$ cat src/rtl/disp_mux_scan.sv
// Four-digit seven-segment scan multiplexer: advances one digit per rising edge of clkd,
// with a BLANK_CYC all-off gap on each switch. Optional macro: DISP_LEADING_ZERO_BLANK_EN.
module disp_mux_scan #(
    parameter int BLANK_CYC = 4
) (
    input  logic       clk,
    input  logic       rst,
    input  logic       clkd,
    input  logic [3:0] d0,
    input  logic [3:0] d1,
    input  logic [3:0] d2,
    input  logic [3:0] d3,
    input  logic [3:0] blank,
    input  logic [3:0] dp_en,
    output logic [3:0] an,
    output logic [6:0] seg,
    output logic       dp
);

    typedef enum logic {
        ST_SHOW  = 1'b0,
        ST_BLANK = 1'b1
    } state_t;

    localparam logic [3:0] BCNT_LAST = 4'(BLANK_CYC - 1);

    function automatic logic [6:0] hex7(input logic [3:0] v);
        logic [6:0] s;
        s = 7'h7F;
        case (v)
            4'h0: s = 7'b1000000;
            4'h1: s = 7'b1111001;
            4'h2: s = 7'b0100100;
            4'h3: s = 7'b0110000;
            4'h4: s = 7'b0011001;
            4'h5: s = 7'b0010010;
            4'h6: s = 7'b0000010;
            4'h7: s = 7'b1111000;
            4'h8: s = 7'b0000000;
            4'h9: s = 7'b0010000;
            4'hA: s = 7'b0001000;
            4'hB: s = 7'b0000011;
            4'hC: s = 7'b1000110;
            4'hD: s = 7'b0100001;
            4'hE: s = 7'b0000110;
            4'hF: s = 7'b0001110;
            default: s = 7'h7F;
        endcase
        return s;
    endfunction

    logic       r_clkd_q;
    state_t     r_state;
    logic [1:0] r_idx;
    logic [3:0] r_bcnt;
    logic [3:0] r_an;
    logic [6:0] r_seg;
    logic       r_dp;

    logic       w_tick;
    logic [3:0] w_dig [4];
    logic [6:0] w_hex [4];
    logic [3:0] w_dark;

    assign w_tick   = clkd & ~r_clkd_q;
    assign w_dig[0] = d0;
    assign w_dig[1] = d1;
    assign w_dig[2] = d2;
    assign w_dig[3] = d3;

    generate
        for (genvar gi = 0; gi < 4; gi++) begin : g_hex
            assign w_hex[gi] = hex7(w_dig[gi]);
        end
    endgenerate

`ifdef DISP_LEADING_ZERO_BLANK_EN
    // w_upper[i]: every digit above i is zero or blanked, so a zero at i is "leading".
    logic [3:1] w_upper;
    logic [3:2] w_clr;
    logic [3:0] w_lz;

    assign w_upper[3] = 1'b1;
    assign w_lz[0]    = 1'b0;
    generate
        for (genvar gi = 2; gi < 4; gi++) begin : g_clr
            assign w_clr[gi] = (w_dig[gi] == 4'h0) | blank[gi];
        end
        for (genvar gi = 1; gi < 3; gi++) begin : g_upper
            assign w_upper[gi] = w_upper[gi+1] & w_clr[gi+1];
        end
        for (genvar gi = 1; gi < 4; gi++) begin : g_lz
            assign w_lz[gi] = (w_dig[gi] == 4'h0) & w_upper[gi];
        end
    endgenerate

    assign w_dark = blank | w_lz;
`else
    assign w_dark = blank;
`endif

    always_ff @(posedge clk) begin
        if (rst) begin
            r_clkd_q <= 1'b0;
            r_state  <= ST_SHOW;
            r_idx    <= 2'd0;
            r_bcnt   <= 4'd0;
            r_an     <= 4'b1111;
            r_seg    <= 7'h7F;
            r_dp     <= 1'b1;
        end else begin
            r_clkd_q <= clkd;

            // Ticks arriving during BLANK are simply ignored.
            case (r_state)
                ST_SHOW: begin
                    if (w_tick) begin
                        r_state <= ST_BLANK;
                        r_bcnt  <= 4'd0;
                    end
                end
                ST_BLANK: begin
                    if (r_bcnt == BCNT_LAST) begin
                        r_state <= ST_SHOW;
                        r_idx   <= r_idx + 2'd1;
                    end else begin
                        r_bcnt <= r_bcnt + 4'd1;
                    end
                end
                default: r_state <= ST_SHOW;
            endcase

            if (r_state == ST_SHOW && !w_dark[r_idx]) begin
                r_an  <= ~(4'b0001 << r_idx);
                r_seg <= w_hex[r_idx];
                r_dp  <= ~dp_en[r_idx];
            end else begin
                r_an  <= 4'b1111;
                r_seg <= 7'h7F;
                r_dp  <= 1'b1;
            end
        end
    end

    assign an  = r_an;
    assign seg = r_seg;
    assign dp  = r_dp;

endmodule
$ cat config.mk
export PLATFORM = sky130hd
export DESIGN_NAME = disp_mux_scan
export DESIGN_NICKNAME = d
export VERILOG_FILES = /design/src/rtl/disp_mux_scan.sv
export SDC_FILE = /design/constraint.sdc
export NUM_CORES = 1
export LEC_CHECK = 0
export ABC_CLOCK_PERIOD_IN_PS = 4940
export CAP_MARGIN = 10
export CELL_PAD_IN_SITES_DETAIL_PLACEMENT = 0
export CELL_PAD_IN_SITES_GLOBAL_PLACEMENT = 1
export CORE_ASPECT_RATIO = 0.7
export CORE_MARGIN = 4
export CORE_UTILIZATION = 30
export CTS_BUF_LIST = sky130_fd_sc_hd__clkbuf_4 sky130_fd_sc_hd__clkbuf_8
export DETAILED_ROUTE_END_ITERATION = 10
export PLACE_DENSITY = 0.62
export SETUP_SLACK_MARGIN = 0.15
export SYNTH_ARGS = -nofsm -noshare
export SYNTH_HDL_FRONTEND = slang
export SYNTH_SLANG_ARGS = --single-unit
$ cat constraint.sdc
create_clock -name clk -period 4.94 [get_ports clk]
set_input_delay 0.988 -clock clk [delete_from_list [all_inputs] [get_ports clk]]
set_output_delay 0.988 -clock clk [all_outputs]
set_load 0.005 [all_outputs]
After elaboration in Yosys (flattened, before gate mapping) --
Memory sizes are Yosys's and may differ from the RTL's. Index checks and enable logic that the tools add are counted. W data, S select, Z words.
Cells by class: add/sub/neg operators 2, order comparisons 2, equality and inequality tests 3, shifts and indexed selects 1, mux-type cells 13, bitwise logic cells 7, reduce and logical (&&, ||, !) cells 5
Operators by type and width (count):
- $bmux W7 S2 | 1
- $mux W7 | 2
- $mux W4 | 2
- $pmux W4 S2 | 1
- $add A4 B1 Y4 const B | 1
- $bmux W1 S2 | 2
- $eq A4 B2 Y1 const B | 1
- $mux W1 | 4
- $ne A2 B2 Y1 const B | 2
- $not A1 Y1 | 4
- $not A4 Y4 | 1
- $reduce_and A2 Y1 | 2
- $shl A1 B2 Y4 const A | 1
- $ge A3 B3 Y1 const B | 1
- $lt A2 B3 Y1 const B | 1
- $not A2 Y3 | 1
- $add A2 B1 Y2 const B | 1
- $pmux W1 S2 | 1
- $reduce_or A2 Y1 | 1
- $and A1 B1 Y1 | 1
- $logic_and A1 B1 Y1 | 1
- $logic_not A1 Y1 | 1
Storage, ports and cells: register bits 20, memory bits (read-only) 448, input bits 27, output and inout port bits 12, logic and storage cells 44, memories 4
Memories:
- (name not given) | depth 16, bits a word 7, read ports 1, clocked after memory_dff 0, write ports 0, RTL line 30 | case (v)
- (name not given) | depth 16, bits a word 7, read ports 1, clocked after memory_dff 0, write ports 0, RTL line 30
- (name not given) | depth 16, bits a word 7, read ports 1, clocked after memory_dff 0, write ports 0, RTL line 30
- (name not given) | depth 16, bits a word 7, read ports 1, clocked after memory_dff 0, write ports 0, RTL line 30

Depth between registers and ports, before layout --
Gate-level depths: netlist (run 1).
depth after elaboration 6, mapped depth 6, gate-level depth less buffers 6

Worst setup path after synthesis (run 1) --
OpenSTA, ideal clock, no wires.
kind input -> register, start point input port d2[1], end point register r_seg[5], in the netlist seg[5], library setup time 0.127 ns, arrival time 2.110 ns, required time 4.813 ns, path slack 2.703 ns, stages on the path 6, cell sequence inv_1 -> ha_1 -> mux2_2 -> a211oi_1 -> nor3_1 -> or3b_1
On the way: longest elaborated chain between the ends 4
RTL lines:
- from (decl) | RTL line 11 | input logic [3:0] d2,
- $mem_v2 Z16 W7
- $bmux W7 S2 | RTL line 135 | r_seg <= w_hex[r_idx];
- $mux W7 (implied by the code) (2 in a row) | RTL line 135
- to (signal assigned) | RTL line 135
- to (decl) | RTL line 57 | logic [6:0] r_seg;
No other way between the ends. The select of a mux whose other input is x is not followed. A chain may end at the register's enable or synchronous reset.

Final worst setup path (run 1) --
start point input port d0[0], end point register r_seg[3], in the netlist seg[3]
On the way: longest elaborated chain between the ends 4
RTL lines:
- from (decl) | RTL line 9 | input logic [3:0] d0,
- $mem_v2 Z16 W7
- $bmux W7 S2 | RTL line 135
- $mux W7 (implied by the code) (2 in a row) | RTL line 135
No other way between the ends. The select of a mux whose other input is x is not followed.

==> impl_metrics.env, run 1 <==
export IMPL_synth_top_area_share_pct=20.8
export IMPL_ys_seq_area_share_pct=20.1
export IMPL_fin_area_um2=2480
export IMPL_vias=1613
export IMPL_cp_num_buf_inv=3
export IMPL_regArea_um2=400
export IMPL_crit_path_end_kind="register"
export IMPL_crit_fanout=6
export IMPL_postPlaceCellArea_um2=2410
export IMPL_synth_async_reset_ratio_pct=0
export IMPL_synth_edf_count=0
export IMPL_cpMostUsedCell="inv_1"
export IMPL_grt_max_degree=21
export IMPL_crit_path_start_kind="input port"
export IMPL_worstMarginPinSlew_ns=0.806
export IMPL_ys_types=46
export IMPL_first_pass_iters=4
export IMPL_wl_mm=4.60
export IMPL_die_w_um=105
export IMPL_placed_cells=336
export IMPL_dieArea_um2=8010
export IMPL_fillCellCount=630
export IMPL_h_tree_depth=1
export IMPL_post_cts_setup_buffers=0
export IMPL_power_density_nw_per_um2=184
export IMPL_ant_nets=0
export IMPL_min_path_cells=2
export IMPL_antenna_found_initial=0
export IMPL_relSlewSlack_pct=46.2
export IMPL_synth_most_common_cell="ha_1"
export IMPL_status="finished clean"
export IMPL_avgRoutedWirePerCell_um=13.5
export IMPL_cts_root_buf="clkbuf_8"
export IMPL_viasPerCell=4.74
export IMPL_cts_resized=0
export IMPL_cts_hold_buf=0
export IMPL_antennaDiodeCount=0
export IMPL_synth_area_leader_cell="ha_1"
export IMPL_synth_top_cells_by_area="ha_1, dfxtp_1, mux2i_1"
export IMPL_fin_nets=310
export IMPL_fin_skew_ns=0.00947
export IMPL_critPathKind="in -> reg"
export IMPL_hold_viol=0
export IMPL_p_total_mw=0.456
export IMPL_drt_drc_violations_left=0
export IMPL_std_cell_rows=24
export IMPL_grt_use_total_pct=11.4
export IMPL_clk_pin_slew_ns=0.08
export IMPL_core_um2=6340
export IMPL_cts_buffers=3
export IMPL_final_period_utilization_pct=55.7
export IMPL_synthesis_nets=281
export IMPL_drtIter0Drc=65
export IMPL_setup_tns_ns=0
export IMPL_min_path_type="reg -> reg"
export IMPL_finalWeightedCongestion=0.795
export IMPL_area_delta_synth_final_pct=25.0
export IMPL_utilization_pct=39.2
export IMPL_path_delay_family="buffers and inverters"
export IMPL_synth_seq_cells=20
export IMPL_fp_dieH_um=76.1
export IMPL_syn_cell_area_um2=1990
export IMPL_cts_path_max_buffers=2
export IMPL_grt_pass1_wl_mm=7.68
export IMPL_port_buffers=38
export IMPL_worstSkewPairLatency_ns=0.26
export IMPL_synthCells=221
export IMPL_grt_pass1_vias=1471
export IMPL_avgSynthCellArea_um2=9.00
export IMPL_grt_ovfl_total=0
export IMPL_hpwl_mm=3.62
export IMPL_ir_worst_vdd_mv=0.0976
export IMPL_ios=39
export IMPL_cp_required_ns=5.05
export IMPL_cts_sinks=20
export IMPL_fmax_ghz=0.363
export IMPL_period_minus_slack_ns=2.75
export IMPL_pre_cts_slack_ns=1.92
export IMPL_drive_gt1_share_pct=9.64
export IMPL_slew_violations=0
export IMPL_cts_tree="yes"
export IMPL_hold_slack_ns=0.541
export IMPL_critical_path_arrival_ns=2.86
export IMPL_worstSetupPathDepth=7
export IMPL_cap_violations=0
export IMPL_rsz0062_at_grt="false"
export IMPL_synth_ff_type="dfxtp_1"
export IMPL_max_stage_delay_ns=0.59
export IMPL_synth_common_cells="ha_1, dfxtp_1, mux2i_1, nand2_1, nor2_1"
export IMPL_ys_warn_count=0
export IMPL_final_cell_count_no_fill=340
export IMPL_setup_viol=0
export IMPL_timing_critical_path_cells="clkdlybuf4s50_1, inv_1, ha_1, inv_1, mux4_2, a22oi_1, nand3_1"
export IMPL_setup_ws_ns=2.19
export IMPL_ff2ff_path_depth=3
export IMPL_power_leakage_nw=1.01
export IMPL_initial_core_util_pct=31.4
export IMPL_multiInputGateArea_um2=1470
export IMPL_cpMaxStageDelayCell="clkdlybuf4s50_1"
[layout by cell type, fill, tap and decap left out, drive strengths merged, types with 3 or more instances in the layout]
master and count:
clkdlybuf4s50 38, ha 33, dfxtp 20, mux2i 15
nand2 14, nor2 14, inv 12, mux2 9
nor3 8, a21oi 8, mux4 6, a22oi 6
nand2b 6, nor2b 6, o21ai 6, o221ai 5
a211oi 4, o31ai 4, nand3 4, o211ai 4
clkbuf 3
[metal layers]
layer / track usage (%) / share of wire, % / up-vias
met5: 0 / 0 / -
met4: 1.57 / 0.50 / 0
met3: 2.29 / 3.5 / 2
met2: 16.7 / 42 / 25
met1: 17.4 / 54 / 738
li1: - / - / 848
[power breakdown]
part	internal (mW)	switching, mW
Sequential	0.168	0.00388
Combinational	0.0646	0.0565
Clock	0.108	0.0551
[worst register-to-register path, delay by kind of cell, from the launching register on]
family,cells,cell delay [ns]
muxes,1,0.61
DFF,1,0.85
and+or+nand+nor,2,0.96
[cells by family after synthesis]
logic type      Yosys count  share of synthesized area, %
simple gates             64                          17.1
compound gates           44                          15.6
fa+ha+maj                33                          20.8
mux                      30                          19.4
buf+inv                  28                          6.10
flops                    20                          20.1
xor+xnor                  2                         0.881
[path summary, 6_finish.rpt]
path,endpoint,slack (ns),from
min,r_bcnt[1]$_SDFFE_PP0P_,0.54,r_bcnt[1]$_SDFFE_PP0P_
max,seg[3]$_SDFF_PP1_,2.19,d0[0]
max reg2reg,seg[5]$_SDFF_PP1_,2.42,r_idx[0]$_SDFFE_PP0P_
min reg2reg,r_bcnt[1]$_SDFFE_PP0P_,0.54,r_bcnt[1]$_SDFFE_PP0P_
[sequential cells by signal (all words and copies together), names as in the netlist]
name,cells
an,4
r_idx,2
r_state,1
r_clkd_q,1
r_bcnt,4
seg,7
dp,1
[layout make-up]
| class | count | area share [%] |
|---|---|---|
| Tap cell | 91 | 4.58 |
| Clock inverter | 1 | 1.21 |
| Timing Repair Buffer | 38 | 15.3 |
| Multi-Input combinational cell | 173 | 59.0 |
| Clock buffer | 3 | 1.66 |
| Inverter | 14 | 2.11 |
| Sequential cell | 20 | 16.1 |
(Power assumes the default switching activity.)
==> inputs of run 2 (changes only) <==
--- a/config.mk
+++ b/config.mk
@@ -5,7 +5,7 @@
 export SDC_FILE = /design/constraint.sdc
 export NUM_CORES = 1
 export LEC_CHECK = 0
-export ABC_CLOCK_PERIOD_IN_PS = 4940
+export ABC_CLOCK_PERIOD_IN_PS = 2400
 export CAP_MARGIN = 10
 export CELL_PAD_IN_SITES_DETAIL_PLACEMENT = 0
 export CELL_PAD_IN_SITES_GLOBAL_PLACEMENT = 1
@@ -14,7 +14,7 @@
 export CORE_UTILIZATION = 30
 export CTS_BUF_LIST = sky130_fd_sc_hd__clkbuf_4 sky130_fd_sc_hd__clkbuf_8
 export DETAILED_ROUTE_END_ITERATION = 10
-export PLACE_DENSITY = 0.62
+export PLACE_DENSITY = 0.65
 export SETUP_SLACK_MARGIN = 0.15
 export SYNTH_ARGS = -nofsm -noshare
 export SYNTH_HDL_FRONTEND = slang
==> constraint.sdc (replaced) <==
create_clock -name clk -period 2.4 [get_ports clk]
set_input_delay 0.48 -clock clk [delete_from_list [all_inputs] [get_ports clk]]
set_output_delay 0.48 -clock clk [all_outputs]
set_load 0.005 [all_outputs]
==> run 2 against run 1 <==
Effect of this change: non-clock buffer count is 21 higher; via count is 4.6% higher; final area is 5.9% higher; global-route usage is 0.36 points higher; critical endpoint unchanged; critical path depth stayed put; first-iteration DRC count is 52% higher; sequential share of layout area is 0.90 points lower.
==> impl_metrics.env, run 2 (synthesized netlist as in run 1, its figures left out) <==
export IMPL_setup_tns_ns=0
export IMPL_grt_pass1_vias=1612
export IMPL_ios=39
export IMPL_cts_sinks=20
export IMPL_core_um2=6340
export IMPL_utilization_pct=41.5
export IMPL_cpMaxStageDelayCell="clkdlybuf4s50_1"
export IMPL_fmax_ghz=0.468
export IMPL_ant_nets=0
export IMPL_initial_core_util_pct=31.4
export IMPL_final_cell_mix="clkdlybuf4s50_1, ha_1, buf_4"
export IMPL_drive_gt1_share_pct=17.0
export IMPL_finalWeightedCongestion=0.759
export IMPL_slew_violations=0
export IMPL_clk_pin_slew_ns=0.08
export IMPL_fp_dieH_um=76.1
export IMPL_drt_drc_violations_left=0
export IMPL_switchingPower_mw=0.240
export IMPL_fin_nets=331
export IMPL_antennaDiodeCount=0
export IMPL_p_total_mw=0.885
export IMPL_hold_slack_ns=0.534
export IMPL_cts_hold_buf=0
export IMPL_power_share_switching_pct=27.1
export IMPL_max_stage_delay_ns=0.55
export IMPL_worstSkewPairLatency_ns=0.26
export IMPL_drtIter0Drc=99
export IMPL_period_minus_slack_ns=2.14
export IMPL_timing_critical_path_cells="clkdlybuf4s50_1, inv_1, ha_1, inv_1, mux4_2, a22oi_2, nand3_1"
export IMPL_cap_violations=0
export IMPL_power_density_nw_per_um2=337
export IMPL_antenna_found_initial=0
export IMPL_hold_viol=0
export IMPL_fin_skew_ns=0.00589
export IMPL_relSlewSlack_pct=61.6
export IMPL_avgRoutedWirePerCell_um=13.2
export IMPL_first_pass_iters=4
export IMPL_setup_viol=0
export IMPL_vias=1687
export IMPL_layout_commonest_cell="clkdlybuf4s50_1"
export IMPL_cts_resized=0
export IMPL_std_cell_rows=24
export IMPL_crit_fanout=5
export IMPL_status="finished clean"
export IMPL_grt_pass1_wl_mm=8.04
export IMPL_worstMarginPinSlew_ns=0.568
export IMPL_critPathKind="in -> reg"
export IMPL_port_buffers=38
export IMPL_p_clk_share_pct=28.8
export IMPL_comb_power_share_pct=31.2
export IMPL_crit_path_end_kind="register"
export IMPL_cts_tree="yes"
export IMPL_final_period_utilization_pct=89.0
export IMPL_grt_use_total_pct=11.8
export IMPL_cpMostUsedCell="inv_1"
export IMPL_grt_max_degree=18
export IMPL_grt_ovfl_total=0
export IMPL_die_w_um=105
export IMPL_seqPwrFrac_pct=39.9
export IMPL_h_tree_depth=1
export IMPL_hpwl_mm=3.89
export IMPL_ir_worst_vdd_mv=0.207
export IMPL_post_cts_setup_buffers=0
export IMPL_largest_register_ffs=7
export IMPL_cp_required_ns=2.55
export IMPL_power_leakage_nw=1.11
export IMPL_postPlaceCellArea_um2=2570
export IMPL_wl_mm=4.78
export IMPL_crit_path_start_kind="input port"
export IMPL_fin_area_um2=2630
export IMPL_dieArea_um2=8010
export IMPL_rsz0062_at_grt="false"
export IMPL_cts_path_max_buffers=2
export IMPL_viasPerCell=4.67
export IMPL_min_path_type="reg -> reg"
export IMPL_cts_root_buf="clkbuf_8"
export IMPL_cts_buffers=3
export IMPL_area_delta_synth_final_pct=32.3
export IMPL_critical_path_arrival_ns=2.28
export IMPL_p_int_mw=0.645
## run 2: cell types whose count changed in the layout (fill, tap and decap cells not counted), sizes merged
cell / change
buf: +21
bufinv: -1
clkbuf: +1
## run 2: path summary, 6_finish.rpt
path / slack [ns] / start / depth (start not counted) / to
hold reg to reg: 0.53 / r_bcnt[2]$_SDFFE_PP0P_ / 2 / r_bcnt[2]$_SDFFE_PP0P_
setup / recovery: 0.26 / d0[0] / 7 / seg[3]$_SDFF_PP1_
hold / removal: 0.53 / r_bcnt[2]$_SDFFE_PP0P_ / 2 / r_bcnt[2]$_SDFFE_PP0P_
setup reg to reg: 0.62 / r_idx[0]$_SDFFE_PP0P_ / 4 / seg[0]$_SDFF_PP1_
## run 2: area by class of cell
cell class / count / area [um^2]
multi-input combinational: 173 / 1470
fill: 654 / 3700
tap: 91 / 114
timing repair buffer: 59 / 538
clock buffer: 4 / 55.1
inverter: 14 / 52.6
sequential: 20 / 400
## run 2: power by group through the flow
stage	Clock, mW	Combinational [mW]	Sequential (mW)
floorplan	0	0.147	0.361
global placement	0	0.276	0.361
detailed placement	0	0.276	0.362
CTS	0.263	0.277	0.354
global route	0.278	0.307	0.355
finish	0.255	0.277	0.353
## run 2: per-stage QoR
stage,std cells,worst slack (ns)
after global placement,357,-0.115
final,361,0.265
after detailed placement,357,-0.0804
after CTS,361,0.202
after floorplan,221,0.671
after global routing,361,0.163
## run 2: critical path, delay by kind of cell
| kind | cells | cell delay [ns] |
|---|---|---|
| multiplexers | 1 | 0.47 |
| AND/OR/NAND/NOR | 1 | 0.09 |
| buffers and inverters | 3 | 0.71 |
| adder cells (fa/ha/maj) | 1 | 0.33 |
| AO/OA/AOI/OAI | 1 | 0.20 |
## run 2: per-layer routing
metal | up-vias | routed length [um] | share of wire (%) | track usage (%)
met5 | - | 0 | 0 | 0
met4 | 0 | 0 | 0 | 0
met3 | 0 | 240 | 5.0 | 2.96
met2 | 39 | 1890 | 40 | 16.9
met1 | 750 | 2650 | 55 | 18.5
li1 | 898 | - | - | -
==> inputs of run 3 (changes only) <==
--- a/config.mk
+++ b/config.mk
@@ -11,10 +11,11 @@
 export CELL_PAD_IN_SITES_GLOBAL_PLACEMENT = 1
 export CORE_ASPECT_RATIO = 0.7
 export CORE_MARGIN = 4
-export CORE_UTILIZATION = 30
+export CORE_UTILIZATION = 45
 export CTS_BUF_LIST = sky130_fd_sc_hd__clkbuf_4 sky130_fd_sc_hd__clkbuf_8
 export DETAILED_ROUTE_END_ITERATION = 10
-export PLACE_DENSITY = 0.65
+export DONT_BUFFER_PORTS = 1
+export PLACE_DENSITY = 0.76
 export SETUP_SLACK_MARGIN = 0.15
 export SYNTH_ARGS = -nofsm -noshare
 export SYNTH_HDL_FRONTEND = slang
==> run 3 against run 2 <==
Effect of this change: highest routed layer is now met4; clock power decreased by 16%; final area shrank 22%; first-iteration DRC count down 38%; worst setup slack improved by 0.40 ns; non-clock buffer count down 56; maximum frequency increased by 23%; critical endpoint is now seg[5]$_SDFF_PP1_; final cell count down 27%; hold slack lost 0.25 ns; critical path type is now reg -> reg; core utilization increased by 8.6 points; largest cell class unchanged.
==> impl_metrics.env, run 3 (synthesized netlist as in run 1, its figures left out) <==
export IMPL_rsz0062_at_grt="false"
export IMPL_grt_max_degree=16
export IMPL_relSlewSlack_pct=56.9
export IMPL_fmax_ghz=0.577
export IMPL_r2r_start="r_idx[0]$_SDFFE_PP0P_"
export IMPL_power_density_nw_per_um2=355
export IMPL_finalWeightedCongestion=0.822
export IMPL_min_path_type="in -> reg"
export IMPL_cpMaxStageDelayCell="mux4_2"
export IMPL_initial_core_util_pct=48.6
export IMPL_crit_start="r_idx[0]$_SDFFE_PP0P_"
export IMPL_top_layer="met4"
export IMPL_period_minus_slack_ns=1.73
export IMPL_wirelength_met1_mm=2.04
export IMPL_setup_tns_ns=0
export IMPL_die_w_um=87.4
export IMPL_cts_hold_buf=0
export IMPL_viasPerCell=5.93
export IMPL_area_delta_synth_final_pct=3.02
export IMPL_worstMarginPinSlew_ns=0.637
export IMPL_grt_ovfl_total=0
export IMPL_setup_viol=0
export IMPL_ir_worst_vdd_mv=0.430
export IMPL_layout_commonest_cell="ha_1"
export IMPL_antennaDiodeCount=0
export IMPL_fin_nets=275
export IMPL_cts_root_buf="clkbuf_8"
export IMPL_post_cts_setup_buffers=0
export IMPL_first_pass_iters=4
export IMPL_slew_violations=0
export IMPL_cts_resized=0
export IMPL_regToRegEndpoint="seg[5]$_SDFF_PP1_"
export IMPL_wl_met3_um=313
export IMPL_antenna_found_initial=0
export IMPL_hpwl_mm=3.60
export IMPL_hold_viol=0
export IMPL_crit_path_start_kind="register"
export IMPL_drt_drc_violations_left=0
export IMPL_clk_pin_slew_ns=0.07
export IMPL_ios=39
export IMPL_ant_nets=0
export IMPL_cts_path_max_buffers=2
export IMPL_fillCellCount=403
export IMPL_std_cell_rows=19
export IMPL_dieArea_um2=5560
export IMPL_drive_gt1_share_pct=12.2
export IMPL_crit_fanout=9
export IMPL_final_period_utilization_pct=72.3
export IMPL_critPathKind="reg -> reg"
export IMPL_timing_critical_path_cells="mux4_2, nor3_2, or3b_1"
export IMPL_drtIter0Drc=61
export IMPL_grt_pass1_vias=1490
export IMPL_avgRoutedWirePerCell_um=17.0
export IMPL_wl_mm=4.51
export IMPL_power_leakage_nw=0.860
export IMPL_worstSkewPairLatency_ns=0.26
export IMPL_h_tree_depth=1
export IMPL_rrSetupSlack_ns=0.67
export IMPL_status="finished clean"
export IMPL_min_from="rst"
export IMPL_postPlaceCellArea_um2=2010
export IMPL_core_um2=4090
export IMPL_holdPathEnd="r_idx[1]$_SDFFE_PP0P_"
export IMPL_grt_pass1_wl_mm=7.29
export IMPL_cap_violations=0
export IMPL_p_total_mw=0.726
export IMPL_fp_dieH_um=63.6
export IMPL_grt_use_total_pct=16.3
export IMPL_largest_register_ffs=7
export IMPL_final_cell_mix="ha_1, dfxtp_1, mux2i_1"
export IMPL_ff2ff_path_depth=3
export IMPL_fin_skew_ns=0.00177
export IMPL_cp_required_ns=2.54
export IMPL_max_stage_delay_ns=0.56
export IMPL_cts_tree="yes"
export IMPL_cts_sinks=20
export IMPL_cts_buffers=3
export IMPL_port_buffers=0
export IMPL_min_path_cells=1
export IMPL_dr_wl_met2_mm=2.12
export IMPL_vias=1571
export IMPL_fin_area_um2=2050
export IMPL_critical_path_arrival_ns=1.88
export IMPL_crit_path_end_kind="register"
-- run 3: changes by cell type in the layout (fill, tap and decap cells not counted) --
cell,previous run,this run
a22oi_2,1,0
clkbuf_8,4,3
a22oi_1,5,6
clkdlybuf4s50_1,38,0
buf_4,21,3
-- run 3: per-layer routing --
metal | up-vias | GRT usage [%]
met3 | 4 | 3.65
met5 | - | 0
li1 | 777 | -
met1 | 742 | 21.8
met2 | 48 | 26.8
met4 | 0 | 3.45
-- run 3: where the power goes --
part	internal (mW)	switching (mW)	total [mW]
sequential	0.346	0.00984	0.356
clock	0.112	0.103	0.214
combinational	0.0844	0.0718	0.156
-- run 3: area by class of cell --
class	instances	area (um^2)	area share, %
clock buffer	3	41.3	2.02
inverter	14	52.6	2.57
multi-input combinational	173	1470	71.6
sequential	20	400	19.5
tap	52	65.1	3.18
timing repair buffer	3	22.5	1.10
-- run 3: through the flow --
step / cells / util (%) / hold slack (ns) / setup slack (ns)
after CTS: 265 / 50.1 / 0.277 / 0.644
after global routing: 265 / 50.1 / 0.270 / 0.487
final: 265 / 50.1 / 0.284 / 0.665
after global placement: 262 / 49.1 / 0.501 / 0.586
after floorplan: 221 / - / 0.484 / 0.671
after detailed placement: 262 / 49.1 / 0.518 / 0.529
-- run 3: worst max path at each step --
stage / to / slack [ns]
detailed placement: seg[5]$_SDFF_PP1_ / 0.53
CTS: seg[2]$_SDFF_PP1_ / 0.64
global placement: seg[3]$_SDFF_PP1_ / 0.59
finish: seg[5]$_SDFF_PP1_ / 0.67
global route: seg[2]$_SDFF_PP1_ / 0.49
floorplan: seg[5]$_SDFF_PP1_ / 0.67
-- run 3: worst max-delay path, delay by kind of cell, from the launching register on --
kind / cells / cell delay, ns
multiplexers: 1 / 0.56
flip-flops: 1 / 0.54
AND/OR/NAND/NOR: 2 / 0.52
